### src/rtl/decode_stage_if.sv
// Fetch/decode/writeback/execute signal bundle for the RV32I decode stage.
// The decode stage connects through the slave modport; the driving side uses master.
`ifndef WORD
`define WORD 32
`endif

interface decode_stage_if #(parameter int REG_POWER = 5);
  logic [`WORD-1:0]   pcD;
  logic [`WORD-1:0]   instrD;
  logic               validD;
  logic               stallD;
  logic               flushE;
  logic               RegWriteW;
  logic [REG_POWER-1:0] rdW;
  logic [`WORD-1:0]   resultW;
  logic [REG_POWER-1:0] rs1D;
  logic [REG_POWER-1:0] rs2D;
  logic [`WORD-1:0]   pcE;
  logic [`WORD-1:0]   rs1valE;
  logic [`WORD-1:0]   rs2valE;
  logic [`WORD-1:0]   immE;
  logic [REG_POWER-1:0] rs1E;
  logic [REG_POWER-1:0] rs2E;
  logic [REG_POWER-1:0] rdE;
  logic [6:0]         opcodeE;
  logic [2:0]         funct3E;
  logic [6:0]         funct7E;
  logic               illegalE;
  logic               validE;

  modport master (
    output pcD, instrD, validD, stallD, flushE, RegWriteW, rdW, resultW,
    input  rs1D, rs2D, pcE, rs1valE, rs2valE, immE, rs1E, rs2E, rdE,
           opcodeE, funct3E, funct7E, illegalE, validE
  );

  modport slave (
    input  pcD, instrD, validD, stallD, flushE, RegWriteW, rdW, resultW,
    output rs1D, rs2D, pcE, rs1valE, rs2valE, immE, rs1E, rs2E, rdE,
           opcodeE, funct3E, funct7E, illegalE, validE
  );
endinterface

### src/rtl/decode_stage.sv
// RV32I decode stage: register file, field/immediate decode and the decode->execute register.
// Define DECODE_WB_BYPASS_EN for write-first forwarding from writeback into the operand reads.
`ifndef WORD
`define WORD 32
`endif

module decode_stage #(
  parameter int               REG_POWER = 5,
  parameter logic [`WORD-1:0] RESET_PC  = '0
) (
  input logic           clk,
  input logic           reset,
  decode_stage_if.slave bus
);
  localparam int REGS = 1 << REG_POWER;

  typedef struct packed {
    logic [`WORD-1:0]     pc;
    logic [`WORD-1:0]     rs1val;
    logic [`WORD-1:0]     rs2val;
    logic [`WORD-1:0]     imm;
    logic [REG_POWER-1:0] rs1;
    logic [REG_POWER-1:0] rs2;
    logic [REG_POWER-1:0] rd;
    logic [6:0]           opcode;
    logic [2:0]           funct3;
    logic [6:0]           funct7;
    logic                 illegal;
    logic                 valid;
  } de_t;

  localparam int  FW     = $bits(de_t);
  // pc is the most significant field, so the bubble is RESET_PC followed by zeros
  localparam de_t BUBBLE = de_t'({RESET_PC, {(FW - `WORD){1'b0}}});

  logic [`WORD-1:0]     rf [REGS];
  logic [REG_POWER-1:0] rs1;
  logic [REG_POWER-1:0] rs2;
  logic [`WORD-1:0]     rs1val;
  logic [`WORD-1:0]     rs2val;
  logic [`WORD-1:0]     imm;
  logic                 illegal;
  de_t                  dec;
  de_t                  pipe;

  assign rs1      = REG_POWER'(bus.instrD[19:15]);
  assign rs2      = REG_POWER'(bus.instrD[24:20]);
  assign bus.rs1D = rs1;
  assign bus.rs2D = rs2;

  always_ff @(posedge clk or negedge reset) begin
    if (!reset) begin
      for (int i = 0; i < REGS; i++) rf[i] <= '0;
    end else if (bus.RegWriteW && bus.rdW != '0) begin
      rf[bus.rdW] <= bus.resultW;
    end
  end

  always_comb begin
    rs1val = (rs1 == '0) ? '0 : rf[rs1];
    rs2val = (rs2 == '0) ? '0 : rf[rs2];
`ifdef DECODE_WB_BYPASS_EN
    if (bus.RegWriteW && bus.rdW != '0 && bus.rdW == rs1) rs1val = bus.resultW;
    if (bus.RegWriteW && bus.rdW != '0 && bus.rdW == rs2) rs2val = bus.resultW;
`endif
  end

  always_comb begin
    imm     = '0;
    illegal = 1'b0;
    case (bus.instrD[6:0])
      7'b0010011, 7'b0000011, 7'b1100111, 7'b1110011:
        imm = {{20{bus.instrD[31]}}, bus.instrD[31:20]};
      7'b0100011:
        imm = {{20{bus.instrD[31]}}, bus.instrD[31:25], bus.instrD[11:7]};
      7'b1100011:
        imm = {{19{bus.instrD[31]}}, bus.instrD[31], bus.instrD[7],
               bus.instrD[30:25], bus.instrD[11:8], 1'b0};
      7'b0110111, 7'b0010111:
        imm = {bus.instrD[31:12], 12'b0};
      7'b1101111:
        imm = {{11{bus.instrD[31]}}, bus.instrD[31], bus.instrD[19:12],
               bus.instrD[20], bus.instrD[30:21], 1'b0};
      7'b0110011:
        imm = '0;
      default:
        illegal = 1'b1;
    endcase
  end

  always_comb begin
    dec         = '0;
    dec.pc      = bus.pcD;
    dec.rs1val  = rs1val;
    dec.rs2val  = rs2val;
    dec.imm     = imm;
    dec.rs1     = rs1;
    dec.rs2     = rs2;
    dec.rd      = REG_POWER'(bus.instrD[11:7]);
    dec.opcode  = bus.instrD[6:0];
    dec.funct3  = bus.instrD[14:12];
    dec.funct7  = bus.instrD[31:25];
    dec.illegal = illegal;
    dec.valid   = 1'b1;
  end

  // Flush beats stall; an unstalled bubble from fetch is treated like a flush.
  always_ff @(posedge clk or negedge reset) begin
    if (!reset) begin
      pipe <= BUBBLE;
    end else if (bus.flushE || (!bus.stallD && !bus.validD)) begin
      pipe <= BUBBLE;
    end else if (!bus.stallD) begin
      pipe <= dec;
    end
  end

  assign bus.pcE      = pipe.pc;
  assign bus.rs1valE  = pipe.rs1val;
  assign bus.rs2valE  = pipe.rs2val;
  assign bus.immE     = pipe.imm;
  assign bus.rs1E     = pipe.rs1;
  assign bus.rs2E     = pipe.rs2;
  assign bus.rdE      = pipe.rd;
  assign bus.opcodeE  = pipe.opcode;
  assign bus.funct3E  = pipe.funct3;
  assign bus.funct7E  = pipe.funct7;
  assign bus.illegalE = pipe.illegal;
  assign bus.validE   = pipe.valid;
endmodule

### src/flat_wrapper.sv
// flat-port wrapper written by rule: the top's interface ports become plain ports
module decode_stage_flat 
#(
  parameter int               REG_POWER = 5,
  parameter logic [`WORD-1:0] RESET_PC  = '0
)
  (clk, reset, bus_pcD, bus_instrD, bus_validD, bus_stallD, bus_flushE, bus_RegWriteW, bus_rdW, bus_resultW, bus_rs1D, bus_rs2D, bus_pcE, bus_rs1valE, bus_rs2valE, bus_immE, bus_rs1E, bus_rs2E, bus_rdE, bus_opcodeE, bus_funct3E, bus_funct7E, bus_illegalE, bus_validE);
  decode_stage_if #(.REG_POWER(REG_POWER)) bus_i ();
  input logic clk;
  input logic reset;
  input wire logic [$bits(bus_i.pcD)-1:0] bus_pcD;
  input wire logic [$bits(bus_i.instrD)-1:0] bus_instrD;
  input wire logic [$bits(bus_i.validD)-1:0] bus_validD;
  input wire logic [$bits(bus_i.stallD)-1:0] bus_stallD;
  input wire logic [$bits(bus_i.flushE)-1:0] bus_flushE;
  input wire logic [$bits(bus_i.RegWriteW)-1:0] bus_RegWriteW;
  input wire logic [$bits(bus_i.rdW)-1:0] bus_rdW;
  input wire logic [$bits(bus_i.resultW)-1:0] bus_resultW;
  output wire logic [$bits(bus_i.rs1D)-1:0] bus_rs1D;
  output wire logic [$bits(bus_i.rs2D)-1:0] bus_rs2D;
  output wire logic [$bits(bus_i.pcE)-1:0] bus_pcE;
  output wire logic [$bits(bus_i.rs1valE)-1:0] bus_rs1valE;
  output wire logic [$bits(bus_i.rs2valE)-1:0] bus_rs2valE;
  output wire logic [$bits(bus_i.immE)-1:0] bus_immE;
  output wire logic [$bits(bus_i.rs1E)-1:0] bus_rs1E;
  output wire logic [$bits(bus_i.rs2E)-1:0] bus_rs2E;
  output wire logic [$bits(bus_i.rdE)-1:0] bus_rdE;
  output wire logic [$bits(bus_i.opcodeE)-1:0] bus_opcodeE;
  output wire logic [$bits(bus_i.funct3E)-1:0] bus_funct3E;
  output wire logic [$bits(bus_i.funct7E)-1:0] bus_funct7E;
  output wire logic [$bits(bus_i.illegalE)-1:0] bus_illegalE;
  output wire logic [$bits(bus_i.validE)-1:0] bus_validE;
  assign bus_i.pcD = bus_pcD;
  assign bus_i.instrD = bus_instrD;
  assign bus_i.validD = bus_validD;
  assign bus_i.stallD = bus_stallD;
  assign bus_i.flushE = bus_flushE;
  assign bus_i.RegWriteW = bus_RegWriteW;
  assign bus_i.rdW = bus_rdW;
  assign bus_i.resultW = bus_resultW;
  assign bus_rs1D = bus_i.rs1D;
  assign bus_rs2D = bus_i.rs2D;
  assign bus_pcE = bus_i.pcE;
  assign bus_rs1valE = bus_i.rs1valE;
  assign bus_rs2valE = bus_i.rs2valE;
  assign bus_immE = bus_i.immE;
  assign bus_rs1E = bus_i.rs1E;
  assign bus_rs2E = bus_i.rs2E;
  assign bus_rdE = bus_i.rdE;
  assign bus_opcodeE = bus_i.opcodeE;
  assign bus_funct3E = bus_i.funct3E;
  assign bus_funct7E = bus_i.funct7E;
  assign bus_illegalE = bus_i.illegalE;
  assign bus_validE = bus_i.validE;
  decode_stage #(.REG_POWER(REG_POWER), .RESET_PC(RESET_PC)) u_core (.clk(clk), .reset(reset), .bus(bus_i));
endmodule
### config.mk
export PLATFORM = sky130hd
export DESIGN_NAME = decode_stage_flat
export DESIGN_NICKNAME = d
export VERILOG_FILES = /design/src/rtl/decode_stage_if.sv /design/src/rtl/decode_stage.sv /design/src/flat_wrapper.sv
export SDC_FILE = /design/constraint.sdc
export NUM_CORES = 2
export LEC_CHECK = 0
export BUFFER_PORTS_ARGS = -buffer_cell sky130_fd_sc_hd__buf_2
export CORE_UTILIZATION = 66
export DETAILED_ROUTE_END_ITERATION = 16
export HOLD_SLACK_MARGIN = 0.15
export PLACE_DENSITY = 0.85
export SLEW_MARGIN = 15
export SYNTH_ARGS = -nofsm -noshare
export SYNTH_HDL_FRONTEND = slang
export SYNTH_SLANG_ARGS = --single-unit
### constraint.sdc
create_clock -name clk -period 3 [get_ports clk]
set_clock_uncertainty 0.1 [all_clocks]
set_input_delay 0.3 -clock clk [delete_from_list [all_inputs] [get_ports clk]]
set_output_delay 0.3 -clock clk [all_outputs]
set_load 0.05 [all_outputs]
==> summary.log <==
qor: detailed_routing.route.vias.total 44.82k
qor: clock_network.clkLatencyLatePin 0.72 ns
qor: timing.rsz0062_at_grt no
qor: grt.first_global_vias 46.27k
qor: timing.finalCriticalPeriod 2.756 ns
qor: power_and_ir_drop.pwr-share-seq 46.0%
qor: synthesis.synth.yosys.warnings 0
qor: floorplan.fp-row-count 111
qor: worst_setup_path.category_of_cells_accounting_for_the_largest_share_of_critical_path_delay buffers and inverters
qor: floorplan.start_util 66.56%
qor: power_and_ir_drop.power.combinational.fraction 19.2%
qor: detailed_routing.routed_via_density 7.363
qor: clock_network.cts.path.max_buffers 3
qor: detailed_routing.postRouteWirelength 199800 um
qor: power_and_ir_drop.power_frac_clock 34.8%
qor: worst_setup_path.cp-start-kind primary input
qor: worst_setup_path.slowest_delay 0.61 ns
qor: synthesis.yosys.area.top_type sky130_fd_sc_hd__dfrtp_1
qor: grt.gr-usage-all-layers 42.70%
qor: worst_setup_path.reg2reg_setup_slack 0.73 ns
qor: clock_network.htree_num_levels 3
qor: final_layout.total_area_of_multi_input_combinational_cells 29420 um^2
qor: worst_setup_path.crit_path_max_fanout 36
qor: grt.grt_pass1_wl 296900 um
qor: timing.finalSetupViolCount 0
qor: clock_network.inserted_clock_buffers 118
qor: timing.hold_viol 0
qor: timing.max_slew.worst_pin.slew 1.008 ns
qor: final_layout.synthToLayoutAreaGrowth 13.81%
qor: synthesis.yosys_most_used_dff sky130_fd_sc_hd__dfrtp_1
qor: grt.grt.overflow.total 0
qor: clock_network.cts_resized 0
qor: worst_setup_path.sequence_of_cells_on_the_critical_path dlygate4sd3_1 -> buf_6 -> buf_4 -> mux4_2 -> mux2_2 -> nand2_1 -> nand3_1 -> dlygate4sd3_1 -> a22o_1
qor: job.max_cap_violations 0
qor: power_and_ir_drop.total_net_switching_power 12.90 mW
qor: timing.final-max-slew-violation-count 0
qor: power_and_ir_drop.p_total 45.46 mW
qor: detailed_routing.drt_iter0_markers 5876
qor: synthesis.async_set_reset_flop_share_out_of_synthesis 100.0%
qor: final_layout.layout.cells.most_common sky130_fd_sc_hd__dfrtp_1
qor: floorplan.boundaryPins 279
qor: power_and_ir_drop.power.share.switching 28.37%
qor: synthesis.synth_cells 4611
qor: final_layout.finalNetCount 4908
qor: synthesis.ys_seq_area_share 48.65%
qor: placed_design.dp_hpwl 113300 um
qor: grt.grt_start_max_net_pins 119
qor: floorplan.chipWidth 306.0 um
qor: synthesis.syn-cell-area 61010 um^2
qor: worst_setup_path.cpMostUsedCell sky130_fd_sc_hd__dlygate4sd3_1
qor: final_layout.layout_common_cells sky130_fd_sc_hd__dfrtp_1, sky130_fd_sc_hd__mux2_2, sky130_fd_sc_hd__mux2i_1, sky130_fd_sc_hd__a22oi_1, sky130_fd_sc_hd__buf_2
qor: worst_setup_path.crit_type primary input to register
qor: detailed_routing.firstDrtPassIters 10
qor: floorplan.die_h 306.0 um
qor: worst_setup_path.cp.required 3.52 ns
qor: run_status.status finished, final reports clean
qor: worst_setup_path.critPathArrivalTime 3.27 ns
qor: floorplan.floorplan.die_area 93660 um^2
qor: synthesis.synthTopCellsByArea sky130_fd_sc_hd__dfrtp_1, sky130_fd_sc_hd__mux2_2, sky130_fd_sc_hd__mux2i_1
qor: timing.fin_tns_setup 0 ns
qor: synthesis.yosys_register_bits 1186
qor: synthesis.yosysUniqueCellTypes 43
qor: synthesis.synthDominantCellAreaShare 48.65%
qor: timing.post-route-period-util 91.86%
qor: clock_network.cts_num_sinks 1186
qor: power_and_ir_drop.p_leak 32.66 nW
qor: synthesis.synth-edff-count 0
qor: clock_network.tritoncts built
qor: final_layout.final_cell_utilization_of_the_core 75.75%
qor: clock_network.worst_setup_hold_path_clk_slew 0.06 ns
qor: detailed_routing.drc 0
qor: worst_hold_path.worst_hold_path_type primary input to register
qor: power_and_ir_drop.power.ir.vdd_worst 0.0006272 V
qor: worst_setup_path.cp.buffers_inverters 4
qor: placed_design.finalWeightedCongestion 0.8848
qor: final_layout.fillCellCount 5334
qor: timing.slew_headroom 32.82%
qor: final_layout.layout.area.seq 29680 um^2
qor: grt.initial_antenna_violation_count 9
qor: clock_network.ctsRootBufferMaster sky130_fd_sc_hd__clkbuf_16
qor: power_and_ir_drop.power_density 654.8 nW/um^2
qor: detailed_routing.wl_per_cell 32.81 um
qor: floorplan.core_area 91660 um^2
qor: timing.max_clock_freq 362.9 MHz
qor: placed_design.placement.io_buffers 278
qor: worst_setup_path.critPathSlowestCell sky130_fd_sc_hd__dlygate4sd3_1
qor: synthesis.syn_avg_cell_area 13.23 um^2
qor: power_and_ir_drop.p_int 32.57 mW
qor: clock_network.postCtsSetupBuffers 0
qor: final_layout.drive_above_1_share 39.28%
qor: synthesis.postSynthNetCount 4718
qor: detailed_routing.ant_nets 0
qor: worst_setup_path.setup.worst_path.end_class register
cells in the mapped netlist, drive strengths merged (2+ instances only):
| cell type | number |
|---|---|
| a21oi | 49 |
| a221oi | 46 |
| a22o | 145 |
| a22oi | 286 |
| a31oi | 23 |
| a32o | 2 |
| and2 | 3 |
| and3 | 2 |
| and3b | 2 |
| buf | 223 |
| clkbuf | 274 |
| dfrtp | 1186 |
| inv | 9 |
| mux2 | 1017 |
| mux2i | 725 |
| mux4 | 184 |
| nand2 | 176 |
| nand3 | 126 |
| nand3b | 6 |
| nand4 | 21 |
| nor2 | 30 |
| nor2b | 7 |
| nor3 | 2 |
| nor3b | 4 |
| o21a | 2 |
| o21ai | 50 |
| or2 | 3 |
repair_timing:
action | in CTS | in global routing
endpoints found under the setup margin | 0 | 0
hold endpoints to repair | 1840 | 0
hold buffers | 93 | 0
kinds of logic after synthesis:
| family | count (synthesis) | synth area share, % |
|---|---|---|
| buf+inv | 507 | 3.573 |
| mux | 1926 | 37.46 |
| compound gates | 605 | 7.403 |
| flops | 1186 | 48.65 |
| simple gates | 387 | 2.920 |
registers in the layout (all words and copies together), names as in the netlist, 5 cells and up:
signal,flops
u_core.bus.rs2E,5
u_core.bus.rs1E,5
u_core.bus.opcodeE,7
u_core.bus.rdE,5
u_core.bus.rs2valE,32
u_core.bus.immE,32
u_core.rf,1024
u_core.bus.funct7E,7
u_core.bus.pcE,32
u_core.bus.rs1valE,32
power by group through the flow:
stage / registers [mW] / logic, mW / clock network [mW]
2_1_floorplan: 20.5 / 6.08 / 0
3_3_place_gp: 20.7 / 8.05 / 0
3_5_place_dp: 21.0 / 8.36 / 0
4_1_cts: 20.7 / 8.58 / 15.8
5_1_grt: 21.1 / 9.26 / 16.5
6_report: 20.9 / 8.72 / 15.8
per-stage QoR:
step	instance area (um^2)	instances	hold slack, ns	worst slack [ns]
after global routing	69430	6087	0.1974	0.1961
after CTS	69430	6087	0.1580	0.3197
after global placement	64330	5774	0.1824	0.5446
final	69440	6088	0.1911	0.2441
after floorplan	61010	4611	-0.09559	0.9910
after detailed placement	64330	5774	0.1794	0.4799
worst paths after layout:
check / start / cells after the start / to
hold reg to reg: u_core.rf[994]$_DFFE_PN0P_ / 0 / u_core.rf[994]$_DFFE_PN0P_
max in group asynchronous: reset / 4 / u_core.rf[235]$_DFFE_PN0P_
min in group asynchronous: reset / 3 / u_core.rf[426]$_DFFE_PN0P_
setup / recovery: bus_instrD[21] / 9 / u_core.bus.rs2valE[31]$_DFFE_PN0P_
hold / removal: bus_resultW[0] / 2 / u_core.rf[896]$_DFFE_PN0P_
setup reg to reg: u_core.rf[31]$_DFFE_PN0P_ / 6 / u_core.bus.rs2valE[31]$_DFFE_PN0P_
per-layer routing:
metal	wire length (um)	track usage (%)	up-vias
li1	-	-	17750
met1	70930	54.49	22810
met2	89170	63.32	3264
met3	24930	13.24	994
met4	14660	27.90	10
met5	60	0	-
final cells by class:
cell class                      count  share of cell area [%]
Antenna cell                        1                0.003604
Tap cell                         1186                   2.137
Clock inverter                     45                  0.9388
Timing Repair Buffer              567                   6.694
Multi-Input combinational cell   2918                   42.38
Inverter                           10                 0.05586
Clock buffer                      175                   5.053
Sequential cell                  1186                   42.74
No activity file was read; power rests on OpenSTA's default activity.
